==> config.mk <==
export PLATFORM = sky130hd
export DESIGN_NAME = kws_fbuf_sched
export DESIGN_NICKNAME = d
export VERILOG_FILES = /design/src/rtl/kws_fbuf_sched.sv
export SDC_FILE = /design/constraint.sdc
export NUM_CORES = 1
export LEC_CHECK = 0
export ABC_AREA = 1
export CAP_MARGIN = 20
export CORE_MARGIN = 4
export CORE_UTILIZATION = 48
export CTS_CLUSTER_SIZE = 25
export DETAILED_ROUTE_END_ITERATION = 7
export PLACE_DENSITY_LB_ADDON = 0.3
export SETUP_SLACK_MARGIN = 0.4
export SKIP_LAST_GASP = 1
export SLEW_MARGIN = 15
export SYNTH_ARGS = -nofsm -noshare
export SYNTH_HDL_FRONTEND = slang
export SYNTH_SLANG_ARGS = --single-unit
==> constraint.sdc <==
create_clock -name i_ext_pad_clkmux_ehs_clk -period 3.5 [get_ports i_ext_pad_clkmux_ehs_clk]
set_input_delay 0.7 -clock i_ext_pad_clkmux_ehs_clk [delete_from_list [all_inputs] [get_ports i_ext_pad_clkmux_ehs_clk]]
set_output_delay 0.7 -clock i_ext_pad_clkmux_ehs_clk [all_outputs]
set_load 0.005 [all_outputs]
==> src/rtl/kws_fbuf_sched.sv <==
// kws_fbuf_sched: ping-pong scheduler for the KWS input-feature SRAM.
// A frame loader fills one input set while the accelerator drains the other.
// The single SRAM port is shared with round-robin priority under contention.
module kws_fbuf_sched #(
   parameter int ADDR_W    = 14,
   parameter int SET_WORDS = 1168,
   parameter int SET0_BASE = 0,
   parameter int SET1_BASE = 1168
) (
   input  logic              i_ext_pad_clkmux_ehs_clk,
   input  logic              PI_SOC_RST_B,
   input  logic              flush,
   input  logic              wr_valid,
   input  logic [31:0]       wr_data,
   output logic              wr_ready,
   input  logic              rd_req,
   output logic              rd_ready,
   output logic [31:0]       rd_data,
   output logic              rd_data_valid,
   output logic              rd_last,
   output logic [1:0]        set_full,
   output logic              wr_set_idx,
   output logic              rd_set_idx,
   output logic              sram_ce,
   output logic              sram_we,
   output logic [ADDR_W-1:0] sram_addr,
   output logic [31:0]       sram_wdata,
   output logic [3:0]        sram_bwe,
   input  logic [31:0]       sram_rdata
);

   typedef enum logic [1:0] {
      ST_EMPTY    = 2'd0,
      ST_FILLING  = 2'd1,
      ST_FULL     = 2'd2,
      ST_DRAINING = 2'd3
   } set_st_e;

   localparam logic [ADDR_W-1:0] LAST_CNT = ADDR_W'(SET_WORDS - 1);
   localparam logic [ADDR_W-1:0] BASE0    = ADDR_W'(SET0_BASE);
   localparam logic [ADDR_W-1:0] BASE1    = ADDR_W'(SET1_BASE);

   function automatic logic [ADDR_W-1:0] base_of(input logic idx);
      return idx ? BASE1 : BASE0;
   endfunction

   set_st_e           set0_q, set0_d, set1_q, set1_d;
   set_st_e           wr_st, rd_st, wr_new, rd_new;
   logic [ADDR_W-1:0] wr_cnt_q, wr_cnt_d, rd_cnt_q, rd_cnt_d;
   logic [ADDR_W-1:0] addr_q, addr_d, wr_addr, rd_addr;
   logic [31:0]       wdata_q, wdata_d;
   logic              wr_idx_q, wr_idx_d, rd_idx_q, rd_idx_d;
   logic              rr_pri_q, rr_pri_d;          // 0: writer first, 1: reader first
   logic              rd_vld_q, rd_vld_d, rd_last_q, rd_last_d;
   logic              wr_elig, rd_elig, grant_ok, wr_gnt, rd_gnt;

   // Arbitration is purely combinational from registered set state.
   assign wr_st    = wr_idx_q ? set1_q : set0_q;
   assign rd_st    = rd_idx_q ? set1_q : set0_q;
   assign wr_elig  = wr_valid && (wr_st == ST_EMPTY || wr_st == ST_FILLING);
   assign rd_elig  = rd_req && (rd_st == ST_FULL || rd_st == ST_DRAINING);
   // Reset is folded in so that every output reads 0 while it is held.
   assign grant_ok = !flush && !PI_SOC_RST_B;
   assign wr_gnt   = grant_ok && wr_elig && (!rd_elig || !rr_pri_q);
   assign rd_gnt   = grant_ok && rd_elig && (!wr_elig || rr_pri_q);
   assign wr_addr  = base_of(wr_idx_q) + wr_cnt_q;
   assign rd_addr  = base_of(rd_idx_q) + rd_cnt_q;

   assign wr_ready      = wr_gnt;
   assign rd_ready      = rd_gnt;
   assign sram_ce       = wr_gnt || rd_gnt;
   assign sram_we       = wr_gnt;
   assign sram_bwe      = {4{wr_gnt}};
   assign sram_addr     = wr_gnt ? wr_addr : (rd_gnt ? rd_addr : addr_q);
   assign sram_wdata    = wr_gnt ? wr_data : wdata_q;
   assign rd_data_valid = rd_vld_q;
   assign rd_last       = rd_last_q;
   assign rd_data       = rd_vld_q ? sram_rdata : 32'd0;
   assign set_full      = {set1_q == ST_FULL, set0_q == ST_FULL};
   assign wr_set_idx    = wr_idx_q;
   assign rd_set_idx    = rd_idx_q;

   // Next-state for set FSMs, counters, priority and held SRAM bus values.
   always_comb begin
      set0_d    = set0_q;
      set1_d    = set1_q;
      wr_cnt_d  = wr_cnt_q;
      rd_cnt_d  = rd_cnt_q;
      wr_idx_d  = wr_idx_q;
      rd_idx_d  = rd_idx_q;
      rr_pri_d  = rr_pri_q;
      addr_d    = sram_addr;
      wdata_d   = sram_wdata;
      rd_vld_d  = 1'b0;
      rd_last_d = 1'b0;
      wr_new    = ST_FILLING;
      rd_new    = ST_DRAINING;
      if (flush) begin
         set0_d   = ST_EMPTY;
         set1_d   = ST_EMPTY;
         wr_cnt_d = '0;
         rd_cnt_d = '0;
         wr_idx_d = 1'b0;
         rd_idx_d = 1'b0;
         addr_d   = '0;
         wdata_d  = '0;
      end else begin
         if (grant_ok && wr_elig && rd_elig) rr_pri_d = ~rr_pri_q;
         if (wr_gnt) begin
            if (wr_cnt_q == LAST_CNT) begin
               wr_new   = ST_FULL;
               wr_cnt_d = '0;
               wr_idx_d = ~wr_idx_q;
            end else begin
               wr_cnt_d = wr_cnt_q + ADDR_W'(1);
            end
            if (wr_idx_q) set1_d = wr_new;
            else          set0_d = wr_new;
         end
         if (rd_gnt) begin
            rd_vld_d  = 1'b1;
            rd_last_d = (rd_cnt_q == LAST_CNT);
            if (rd_cnt_q == LAST_CNT) begin
               rd_new   = ST_EMPTY;
               rd_cnt_d = '0;
               rd_idx_d = ~rd_idx_q;
            end else begin
               rd_cnt_d = rd_cnt_q + ADDR_W'(1);
            end
            if (rd_idx_q) set1_d = rd_new;
            else          set0_d = rd_new;
         end
      end
   end

   // State register with asynchronous active-high reset.
   always_ff @(posedge i_ext_pad_clkmux_ehs_clk or posedge PI_SOC_RST_B) begin
      if (PI_SOC_RST_B) begin
         set0_q    <= ST_EMPTY;
         set1_q    <= ST_EMPTY;
         wr_cnt_q  <= '0;
         rd_cnt_q  <= '0;
         wr_idx_q  <= 1'b0;
         rd_idx_q  <= 1'b0;
         rr_pri_q  <= 1'b0;
         addr_q    <= '0;
         wdata_q   <= '0;
         rd_vld_q  <= 1'b0;
         rd_last_q <= 1'b0;
      end else begin
         set0_q    <= set0_d;
         set1_q    <= set1_d;
         wr_cnt_q  <= wr_cnt_d;
         rd_cnt_q  <= rd_cnt_d;
         wr_idx_q  <= wr_idx_d;
         rd_idx_q  <= rd_idx_d;
         rr_pri_q  <= rr_pri_d;
         addr_q    <= addr_d;
         wdata_q   <= wdata_d;
         rd_vld_q  <= rd_vld_d;
         rd_last_q <= rd_last_d;
      end
   end

endmodule

## Word-level counts from Yosys, hierarchy flattened

Cells that the tools add are included.

- Bitwise operators: 4
- $add $sub $neg: 4
- Multiplexer cells: 38
- Reduce and logical (&&, ||, !) cells: 26
- Equality and inequality tests: 7

Operator list:

| operator | count |
|---|---|
| two-way mux 14 bit | 9 |
| two-way mux 32 bit | 3 |
| adder 11 x 14 -> 14 bit | 2 |
| adder 14 x 1 -> 14 bit (second input constant) | 2 |
| equality test 14 x 11 -> 1 bit (second input constant) | 2 |
| two-way mux 2 bit | 14 |
| two-way mux 11 bit | 2 |
| two-way mux 1 bit | 10 |
| equality test 2 bit (second input constant) | 4 |
| logical AND 1 bit | 8 |
| nonzero test 2 bit | 4 |
| AND reduction 2 bit | 3 |
| zero test 1 bit | 5 |
| logical OR 1 bit | 5 |
| NOT 1 bit | 4 |
| equality test 2 x 1 -> 1 bit (second input constant) | 1 |
| zero test 2 bit | 1 |

- Logic and storage cells: 90
- Register bits after elaboration: 83

## Logic depth before layout (Yosys ltp)

Gate-level depths: netlist of the first run.

- Word-level depth: 11
- Mapped depth: 11

## Least setup slack after synthesis of the first run

No wires, ideal clock.

- Kind: input to output
- Start: in flush
- End: out sram_wdata[10]
- Path buffers: 3
- Slack: 1,098 ps
- Stages: 10
- Arrival time: 1,702 ps
- Cells stage by stage: buf_6 nor2_4 inv_2 nor2_2 nand2_2 buf_6 buf_2 nand2_1 o21a_1 inv_1

- Word-level cells in the longest chain between the ends: 5

Ends and longest elaborated chain:

| element | RTL line | RTL |
|---|---|---|
| start: declaration | 12 | `input logic flush,` |
| zero test 1 bit | 63 | `assign grant_ok = !flush && !PI_SOC_RST_B;` |
| logical AND 1 bit | 63 |  |
| logical AND 1 bit (2 in a row) | 64 | `assign wr_gnt = grant_ok && wr_elig && (!rd_elig \|\| !rr_pri_q);` |
| two-way mux 32 bit | 75 | `assign sram_wdata = wr_gnt ? wr_data : wdata_q;` |
| end: declaration | 27 | `output logic [31:0] sram_wdata,` |

No other way between the ends.

## Worst setup path in the final report of the first run

- Start: reg rd_idx_q (netlist: rd_set_idx)
- End: out sram_addr[0]

- Word-level cells in the longest chain between the ends: 8
- Elaborated cells on any way between the ends: 12
- Classes of those cells: 2 x eq/ne; 3 x mux; 7 x reduce/logical

Ends and longest elaborated chain:

| element | RTL line | RTL |
|---|---|---|
| start: declaration | 52 | `logic wr_idx_q, wr_idx_d, rd_idx_q, rd_idx_d;` |
| start signal: assignment | 156 | `rd_idx_q <= rd_idx_d;` |
| two-way mux 2 bit * | 59 | `assign rd_st = rd_idx_q ? set1_q : set0_q;` |
| equality test 2 bit | 61 | `assign rd_elig = rd_req && (rd_st == ST_FULL \|\| rd_st == ST_DRAINING);` |
| logical OR 1 bit * | 61 |  |
| logical AND 1 bit * | 61 |  |
| logical AND 1 bit / zero test 1 bit (equally long branches) | 65, 64 |  |
| logical AND 1 bit / logical OR 1 bit (equally long branches) | 65, 64 |  |
| two-way mux 14 bit / logical AND 1 bit (equally long branches) | 74, 64 |  |
| two-way mux 14 bit * | 74 | `assign sram_addr = wr_gnt ? wr_addr : (rd_gnt ? rd_addr : addr_q);` |
| end: declaration | 26 | `output logic [ADDR_W-1:0] sram_addr,` |

Every way passes the cells marked *; elsewhere a longest branch is shown, timed or not.

==> results by stage, run 1 <==
Power and ir drop:
- Per report_power, the sequential group accounts for 48.5% of the total.
- The internal power of the cells totals 1.534 mW.
- The power density over cell area is 272.5 mW/mm2.
- Of the total power, combinational logic draws 17.1%.
- The relative contribution of the clock network to total power is 34.4%.
- The standby leakage power is 4.212 nW.
- The switching share of power is 25.07%.
- The maximum resistive drop on vdd is 0.2139 mV.
- The switching component of the power is 0.5132 mW.

Critical path:
- The startpoint type of the worst setup path is a register.
- Along the worst path, the maximum fanout reaches 13.
- The worst setup path is captured at an output pin.
- Data arrives at the worst endpoint at 2.44 ns.
- The critical setup path kind is reg2out.
- At the worst endpoint, the required time is 2.80 ns.

CTS:
- The tree is rooted in a sky130_fd_sc_hd__clkbuf_8.
- The tree built by TritonCTS fans out to 83 sinks.
- TritonCTS built the clock tree.
- The count of H-tree levels built during CTS is 3.
- In this run, CTS created clock tree buffers numbering 9.
- The clock reaches the later pin of the worst-skew pair after 0.36 ns.
- After clock tree synthesis, the clock-pin slew on the worst setup and hold paths is 0.08 ns.
- The clock tree buffer depth is 2.

GRT:
- The via count of the first global-routing pass is 5,235.
- The largest net degree at the start of global routing is 45.
- The layer flagged by global routing as most heavily used is met2.
- Global routing consumed, on the met3 layer, 6.950% of the routing resources.
- The initial antenna violation count was 0.
- Summed over all layers, the global routing overflow is 0.
- The routing usage on met2 is 38.79%.
- Global routing consumed, over all layers together, 24.00% of the routing resources.
- The wire length of the first global-routing pass is 24,960 um.
- For this run, global-route usage on met1 was measured as 30.29%.

STA:
- The final critical-path share of the clock period is 89.60%.
- For the pin with the worst max-slew slack, the measured transition is 0.7564 ns.
- Timing would allow up to 0.3189 GHz.
- The setup total negative slack is 0 ns.
- The final-report max-slew violation count is 0.
- The clock period could shrink to 3.136 ns.
- Setup repair after global routing could not meet its margin everywhere.
- In this run the tightest slew margin relative to its limit is 49.52%.
- The worst setup skew after layout is 0.008792 ns.
- The number of setup violations in the final report is 0.
- The number of hold violations in the final report is 0.

Drt:
- The overall via count from detail_route is 5,517.
- After the first detailed-routing iteration, the DRC count stood at 346.
- The average wire length per cell after detail routing is 14.23 um.
- After detailed routing, the number of remaining DRC violations is 0.
- The total wire length is 15,600 um.
- In this run the remaining antenna-violating nets after routing total 0.
- The mean number of vias per cell is 5.034.
- The number of detailed-route iterations in the first pass is 5.

Synthesis:
- The synthesized netlist devotes 9.872% of its cell area to compound gates.
- A synthesized cell averages 6.785 um2.
- After technology mapping, the gate count stands at 792.
- The mapped netlist covers 0.005374 mm2.
- Synthesis inferred 83 register bits.
- The synthesized netlist devotes 1.467% of its cell area to XOR and XNOR gates.
- Sequential elements use 38.65% of the synthesized area.
- The multiplexer fraction of the synthesized cell area is 0%.
- The number of nets handed over by synthesis was 871.
- The total of warnings raised by yosys is 0.
- After synthesis, the netlist uses 33 different library cells.
- After Yosys synthesis, full adders, half adders and majority gates account for 2.328% of the synthesized area.
- By area, the combinational part of the netlist is dominated by simple AND/OR/NAND/NOR gates.
- Summing the areas of all and, or, nand and nor instances in the mapped netlist gives 32.15% of the synthesized area.

Layout:
- The layout overhead on the synthesized area is 39.77%.
- The net count of the finished layout is 1,031.
- The most common cell after layout, fill and taps aside is sky130_fd_sc_hd__nand2_1.
- The repair_antennas step left the layout with diodes totalling 0.
- In the layout the commonest cells are 198 x sky130_fd_sc_hd__nand2_1, 162 x sky130_fd_sc_hd__inv_1, 141 x sky130_fd_sc_hd__clkdlybuf4s50_1.
- Of the cells placed in the final design, the portion with a size suffix greater than 1 is 6.799%.
- The number of non-filler instances in the completed layout is 1,096.
- The number of filler instances in the final layout is 931.

Run status:
- The run finished with clean final reports.

Placement:
- The final HPWL from detailed placement is 11,420 um.
- The count of input and output buffers is 160.
- At the end of routability-driven placement, the weighted congestion stood at 0.9139.
- The cell count after placement is 1,071.

Die:
- The region available for standard cell placement spans 0.01089 mm2.
- For this design the top-level I/O count stands at 161.
- The area enclosed by the die boundary is 0.01295 mm2.
- The floorplan has 38 rows.
- The chip width is 113.8 um.
- Once the floorplan was initialized, standard cells occupied 49.36% of the core.
- The height of the die is 113.8 um.

Run:
- Max-cap violations in this run came to 0.

Min path:
- The min-delay analysis places its worst path in the category reg2reg.
sequential cells by signal (all words and copies together), names as in the netlist:
signal,count
rd_cnt_q,14
rd_data_valid,1
rr_pri_q,1
wdata_q,32
wr_set_idx,1
set1_q,2
rd_set_idx,1
rd_last,1
set0_q,2
wr_cnt_q,14
addr_q,14
path summary, 6_finish.rpt:
path,start,end,slack [ns],depth (start not counted)
worst max-delay path,rd_set_idx,sram_addr[0],0.36,10
worst min-delay path,wr_cnt_q[12],wr_cnt_q[12],0.57,2
worst max register to register,rd_set_idx,wr_cnt_q[7],1.37,9
worst min register to register,wr_cnt_q[12],wr_cnt_q[12],0.57,2
max in group asynchronous,PI_SOC_RST_B,rd_cnt_q[10],2.21,3
min in group asynchronous,PI_SOC_RST_B,wdata_q[7],0.61,2
worst max-delay path: stages, from the launching register on:
cell and delay (ns):
sky130_fd_sc_hd__dfrtp_2 0.49, sky130_fd_sc_hd__inv_1 0.13, sky130_fd_sc_hd__nand2_2 0.12, sky130_fd_sc_hd__nand4_1 0.15, sky130_fd_sc_hd__nand2_4 0.22, sky130_fd_sc_hd__inv_4 0.06, sky130_fd_sc_hd__buf_12 0.14, sky130_fd_sc_hd__nand2_1 0.11
sky130_fd_sc_hd__nand2_1 0.09, sky130_fd_sc_hd__inv_1 0.05, sky130_fd_sc_hd__clkdlybuf4s50_1 0.51
synthesized netlist by cell type:
master / count / area share (%)
sky130_fd_sc_hd__nand2_1: 200 / 14
sky130_fd_sc_hd__inv_1: 164 / 11
sky130_fd_sc_hd__nor2_1: 93 / 6.5
sky130_fd_sc_hd__dfrtp_1: 83 / 39
sky130_fd_sc_hd__nand3_1: 71 / 6.6
sky130_fd_sc_hd__o21a_1: 32 / 4.5
sky130_fd_sc_hd__o21ai_0: 23 / 2.1
sky130_fd_sc_hd__a21oi_1: 17 / 1.6
sky130_fd_sc_hd__nand4_1: 17 / 2.0
sky130_fd_sc_hd__buf_2: 10 / 0.93
sky130_fd_sc_hd__ha_1: 10 / 2.3
sky130_fd_sc_hd__nor3_1: 9 / 0.84
sky130_fd_sc_hd__xor2_1: 9 / 1.5
sky130_fd_sc_hd__buf_4: 8 / 1.1
sky130_fd_sc_hd__clkbuf_1: 8 / 0.56
sky130_fd_sc_hd__buf_6: 6 / 1.3
sky130_fd_sc_hd__o22ai_1: 5 / 0.58
sky130_fd_sc_hd__nand2_2: 4 / 0.47
sky130_fd_sc_hd__nor2_2: 3 / 0.35
sky130_fd_sc_hd__o211ai_1: 3 / 0.42
sky130_fd_sc_hd__inv_2: 2 / 0.14
sky130_fd_sc_hd__nor2_4: 2 / 0.42
sky130_fd_sc_hd__o21bai_1: 2 / 0.28
sky130_fd_sc_hd__or2_2: 2 / 0.23
sky130_fd_sc_hd__a21boi_1: 1 / 0.14
sky130_fd_sc_hd__a31oi_1: 1 / 0.12
sky130_fd_sc_hd__buf_1: 1 / 0.070
sky130_fd_sc_hd__nand3b_1: 1 / 0.14
sky130_fd_sc_hd__nand4_2: 1 / 0.23
sky130_fd_sc_hd__nor2b_1: 1 / 0.12
sky130_fd_sc_hd__nor3_2: 1 / 0.19
sky130_fd_sc_hd__nor4_1: 1 / 0.12
sky130_fd_sc_hd__o31ai_1: 1 / 0.14
power by group through the flow:
stage	sequential, mW	clock [mW]	combinational, mW
2_1_floorplan	1.01	0	0.155
3_3_place_gp	1.01	0	0.332
3_5_place_dp	1.01	0	0.336
4_1_cts	0.993	0.713	0.348
5_1_grt	0.995	0.751	0.391
6_report	0.993	0.703	0.351
final cells by class:
| cell class | count | area [um2] | area share [%] |
|---|---|---|---|
| Clock inverter | 2 | 35.03 | 0.4664 |
| Multi-Input combinational cell | 510 | 2534 | 33.73 |
| Clock buffer | 13 | 158.9 | 2.116 |
| Timing Repair Buffer | 182 | 1899 | 25.29 |
| Sequential cell | 83 | 2082 | 27.72 |
| Tap cell | 140 | 175.2 | 2.332 |
| Inverter | 166 | 626.9 | 8.346 |
per-stage QoR:
step / setup slack (ns) / hold slack, ns / util (%) / cell area (um2) / power, mW
floorplan: 0.6632 / 0.4935 / - / 5374 / 1.164
global placement: 0.1328 / 0.5450 / 64.87 / 7063 / 1.343
detailed placement: 0.07594 / 0.5484 / 64.87 / 7063 / 1.348
CTS: 0.3384 / 0.5674 / 67.79 / 7381 / 2.054
global route: 0.2223 / 0.6016 / 68.98 / 7511 / 2.138
finish: 0.3640 / 0.5676 / 68.98 / 7511 / 2.047
routing by layer:
layer	up-vias	wire (um)
met5	-	0
met4	0	405
met3	30	1669
met2	251	7235
met1	2482	6286
li1	2754	-
cell families (layout without fill, tap and decap cells):
group	Yosys count	in the layout
xor+xnor	9	9
buf+inv	199	363
fa+ha+maj	10	10
simple gates	406	406
compound gates	85	85
flops	83	83
repair_timing:
item                       CTS  global route
setup buffers                3             4
hold buffers                 0             0
cloned                       2             1
gates resized for setup     17            23
pin swaps                    7             7
setup endpoints to repair   53            49
Note: power is estimated with default switching activity, not from simulation.
==> run 2: changes to the inputs <==
--- a/config.mk
+++ b/config.mk
@@ -5,10 +5,8 @@
 export SDC_FILE = /design/constraint.sdc
 export NUM_CORES = 1
 export LEC_CHECK = 0
-export ABC_AREA = 1
 export CAP_MARGIN = 20
-export CORE_MARGIN = 4
-export CORE_UTILIZATION = 48
+export CORE_UTILIZATION = 47
 export CTS_CLUSTER_SIZE = 25
 export DETAILED_ROUTE_END_ITERATION = 7
 export PLACE_DENSITY_LB_ADDON = 0.3
==> run 2 against run 1 <==
Compared with the run above:
- routed wire length rose by 0.42%
- synthesized cell count fell by 33%
- sequential share of layout area rose by 0.23 points
- clock skew rose by 0.0062 ns
- area after synthesis fell by 6.8%
- first-iteration DRC count fell by 5.2%
- worst hold slack got worse by 0.015 ns
- largest cell class unchanged
- clock power rose by 12%
- combinational power fell by 22%
- cell count fell by 22%
- critical endpoint is now sram_addr[9]
==> results by stage, run 2 <==
Synthesis:
- The mapped cell area was 0.005011 mm2 (was 0.005374 mm2).
- The number of flops mapped to enable cells by yosys is 0 (unchanged).
- The most used flip-flop cell after synthesis is sky130_fd_sc_hd__dfrtp_1 (unchanged).
- The number of distinct library cell variants in the gate-level netlist after synthesis is 60 (was 33).
- The cell count after synthesis is 527 (was 792).
- The number of nets produced by synthesis is 606 (was 871).
- The average cell area after synthesis is 9.509 um2 (was 6.785 um2).
- The leading area contributor after synthesis is sky130_fd_sc_hd__dfrtp_1 (unchanged).
- Commonest cells post-synth: 83 x sky130_fd_sc_hd__dfrtp_1, 42 x sky130_fd_sc_hd__nor2_1, 38 x sky130_fd_sc_hd__nor2b_1 (was 200 x sky130_fd_sc_hd__nand2_1, 164 x sky130_fd_sc_hd__inv_1, 93 x sky130_fd_sc_hd__nor2_1).
- Largest cells by area after synthesis: sky130_fd_sc_hd__dfrtp_1 41%, sky130_fd_sc_hd__mux2_2 5.6%, sky130_fd_sc_hd__nor2b_1 4.7% (was sky130_fd_sc_hd__dfrtp_1 39%, sky130_fd_sc_hd__nand2_1 14%, sky130_fd_sc_hd__inv_1 11%).
- The sequential-to-total area share from yosys stat is 41.45% (was 38.65%).
- The total of warnings raised by yosys is 0 (unchanged).
- The most frequent cell after synthesis is sky130_fd_sc_hd__dfrtp_1 (was sky130_fd_sc_hd__nand2_1).
- The register bit total from synthesis came to 83 (unchanged).
- The async set or reset register ratio after synthesis is 100.0% (unchanged).
- The fraction of synthesized cell area taken by the top area cell type was 41.45% (was 38.65%).

Die:
- The top-level I/O count was 161 (unchanged).
- The starting density of the core is 48.54% (was 49.36%).
- The area enclosed by the die boundary is 0.01108 mm2 (was 0.01295 mm2).
- The floorplan core area is 0.01032 mm2 (was 0.01089 mm2).
- The chip width was 105.3 um (was 113.8 um).
- The total number of placement rows came to 37 (was 38).
- The height of the die was 105.3 um (was 113.8 um).

CTS:
- The quantity of hold-fixing buffers added after cts is 0 (unchanged).
- The clock tree buffer depth is 2 (unchanged).
- The number of buffers created by CTS is 9 (unchanged).
- The clock tree from TritonCTS is yes (unchanged).
- The CTS root buffer is sky130_fd_sc_hd__clkbuf_8 (unchanged).
- The count of H-tree levels built during CTS is 3 (unchanged).
- The clock transition at the registers of the reported paths is 0.09 ns (was 0.08 ns).
- The total number of clock tree sinks is 83 (unchanged).
- The latest clock arrival within the worst-skew pair is 0.36 ns (about the same).

Min path:
- The class of the tightest hold or removal check is reg2reg (unchanged).
- The origin of the worst min-delay path is rd_cnt_q[13] (was wr_cnt_q[12]).

Run:
- The count of maximum capacitance violations came to 0 (unchanged).

Critical path:
- The critical setup path kind is in2out (was reg2out).
- The launch point of the critical path is PI_SOC_RST_B (was rd_set_idx).
- The depth of the worst register-to-register path is 11 (was 9).
- The nature of the critical path endpoint is an output pin (unchanged).
- The endpoint of the most critical register-to-register path was rd_cnt_q[6] (was wr_cnt_q[7]).
- The worst path arrival time is 2.55 ns (was 2.44 ns).
- The internal reg-to-reg setup slack was 1.03 ns (was 1.37 ns).
- The launch point of the worst reg-to-reg path is rd_set_idx (unchanged).
- The critical path required time came to 2.80 ns (about the same).
- The end point of the critical path is sram_addr[9] (was sram_addr[0]).
- The top fanout value on the critical path is 5 (was 13).
- The startpoint type of the worst setup path was an input port (was register).

Drt:
- The mean number of vias per cell is 5.664 (was 5.034).
- The total wire length is 15,660 um (was 15,600 um).
- The average wire length per cell after detail routing is 18.36 um (was 14.23 um).
- The met2 layer wire length in the routed design came to 8073 um (was 7235 um).
- The highest routing layer actually used is met4 (unchanged).
- The routed wire length on met3 was 1046 um (was 1669 um).
- The overall via count from detail_route is 4,831 (was 5,517).
- The number of detailed-route iterations in the first pass is 4 (was 5).
- The remaining routing DRC violations is 0 (unchanged).
- The sum of routed wire segments on met1 is 5908 um (was 6286 um).
- The detailed router's first-iteration violation count came to 328 (was 346).
- The post-detailed-route count of antenna-violating nets is 0 (unchanged).

GRT:
- The wire length of the first global-routing pass is 24,240 um (was 24,960 um).
- The largest net degree at the start of global routing came to 84 (was 45).
- The via count of the first global-routing pass came to 4,828 (was 5,235).
- The global-route total usage across every layer is 27.92% (was 24.00%).
- The global-route congestion overflow total was 0 (unchanged).
- The initial antenna violation count is 1 (was 0).

Power and ir drop:
- The maximum resistive drop on vdd came to 0.2210 mV (was 0.2139 mV).
- The standby leakage power was 3.588 nW (was 4.212 nW).
- The power density over cell area came to 274.7 mW/mm2 (was 272.5 mW/mm2).

STA:
- The final critical-path share of the clock period is 92.88% (was 89.60%).
- The fmax is 0.3076 GHz (was 0.3189 GHz).
- Unrepaired setup endpoints after global routing: true (unchanged).
- The shortest period the worst path allows is 3.251 ns (was 3.136 ns).
- The number of hold violations in the final report is 0 (unchanged).
- The final hold slack is 0.5528 ns (was 0.5676 ns).
- The worst slew slack as a fraction of its limit is 44.55% (was 49.52%).
- The final-report max-slew violation count is 0 (unchanged).
- The setup total negative slack was 0 ns (unchanged).
- The worst setup skew after layout is 0.01504 ns (was 0.008792 ns).
- The number of setup violations in the final report is 0 (unchanged).
- The measured slew at the worst slew-check pin was 0.8318 ns (was 0.7564 ns).

Layout:
- The number of flip-flops under the largest register name came to 32 (unchanged).
- The register bank with the most flops is wdata_q (unchanged).
- The post-layout net count was 790 (was 1,031).
- The layout cell share with drive strength beyond 1 was 19.83% (was 6.799%).
- The layout overhead on the synthesized area came to 48.54% (was 39.77%).
- The number of filler instances in the final layout is 734 (was 931).
- Leading cell types in the layout, fill and taps excluded: 108 x sky130_fd_sc_hd__clkdlybuf4s50_1, 80 x sky130_fd_sc_hd__dfrtp_1, 44 x sky130_fd_sc_hd__buf_4 (was 198 x sky130_fd_sc_hd__nand2_1, 162 x sky130_fd_sc_hd__inv_1, 141 x sky130_fd_sc_hd__clkdlybuf4s50_1).
- The most common cell after layout, fill and taps aside is sky130_fd_sc_hd__clkdlybuf4s50_1 (was sky130_fd_sc_hd__nand2_1).

Placement:
- The final HPWL from detailed placement is 10,210 um (was 11,420 um).
- The count of input and output buffers came to 160 (unchanged).
- The final weighted congestion of routability-driven global placement was 0.8721 (was 0.9139).

Run status:
- Result of the run: finished, final reports clean (unchanged).
==> run 2: cell count changes after synthesis, sizes merged, moves of 37 or more <==
cell   delta
inv     -152
nand2   -165
nand3    -46
nor2     -54
nor2b    +37
==> run 2: worst min path at each step <==
stage                   end  cells past startpoint  slack (ns)
2_1_floorplan  rd_cnt_q[10]                      1        0.49
3_3_place_gp       rr_pri_q                      1        0.51
3_5_place_dp       rr_pri_q                      1        0.52
4_1_cts        rd_cnt_q[13]                      1        0.55
5_1_grt           addr_q[1]                      2        0.58
6_report       rd_cnt_q[13]                      1        0.55
==> run 2: power breakdown <==
part	leakage (nW)	switching, mW	internal, mW	total [mW]
Combinational	2.33	0.112	0.163	0.275
Clock	0.111	0.382	0.408	0.790
Sequential	1.15	0.00617	0.974	0.980
==> run 2: per-layer routing <==
layer	GRT usage, %	vias to the layer above
met2	50.05	218
met1	32.02	2332
met3	5.071	55
met5	0	-
li1	-	2226
met4	13.38	0
==> run 2: what timing repair did <==
action                                  4_1_cts  5_1_grt
pin swaps                                     7        1
buffers inserted                             23       10
gates resized for setup                      62       44
cloned                                        3        0
endpoints found under the setup margin       54       41
endpoints found under the hold margin         0        0
==> run 2: worst max-delay path, cell delays in order <==
cell,delay [ns]
sky130_fd_sc_hd__dlygate4sd2_1,0.29
sky130_fd_sc_hd__nor2_2,0.13
sky130_fd_sc_hd__and3_4,0.22
sky130_fd_sc_hd__buf_4,0.15
sky130_fd_sc_hd__nor2_4,0.06
sky130_fd_sc_hd__buf_4,0.14
sky130_fd_sc_hd__a221o_1,0.36
sky130_fd_sc_hd__clkdlybuf4s50_1,0.49
==> run 2: logic make-up (layout without fill, tap and decap cells) <==
family	Yosys count	after routing	synth area share (%)
AND/OR/NAND/NOR	236	236	25.92
multiplexers	39	39	9.413
adder cells (fa/ha/maj)	10	10	2.497
other	0	1	0
buffers and inverters	55	243	5.942
flip-flops	83	83	41.45
XOR/XNOR	19	19	3.321
AO/OA/AOI/OAI	85	86	11.46
==> run 2: layout make-up <==
| class | count | area (um2) | share of cell area, % |
|---|---|---|---|
| Timing Repair Buffer | 213 | 2108 | 28.32 |
| Inverter | 14 | 66.31 | 0.8909 |
| Multi-Input combinational cell | 390 | 2790 | 37.49 |
| Clock buffer | 9 | 123.9 | 1.664 |
| Sequential cell | 83 | 2081 | 27.95 |
| Tap cell | 136 | 170.2 | 2.286 |
| Antenna cell | 1 | 2.502 | 0.03362 |
| Clock inverter | 7 | 101.3 | 1.362 |
==> run 2: per-stage QoR <==
step	power (mW)	instances	setup slack (ns)	util, %	area [um2]
after floorplan	1.106	527	0.6632	-	5011
after global placement	1.254	800	0.06961	64.96	6706
after detailed placement	1.259	800	0.01681	64.96	6706
after CTS	2.042	842	0.2694	70.50	7278
after global routing	2.111	853	0.1683	72.10	7443
final	2.045	853	0.2491	72.10	7443
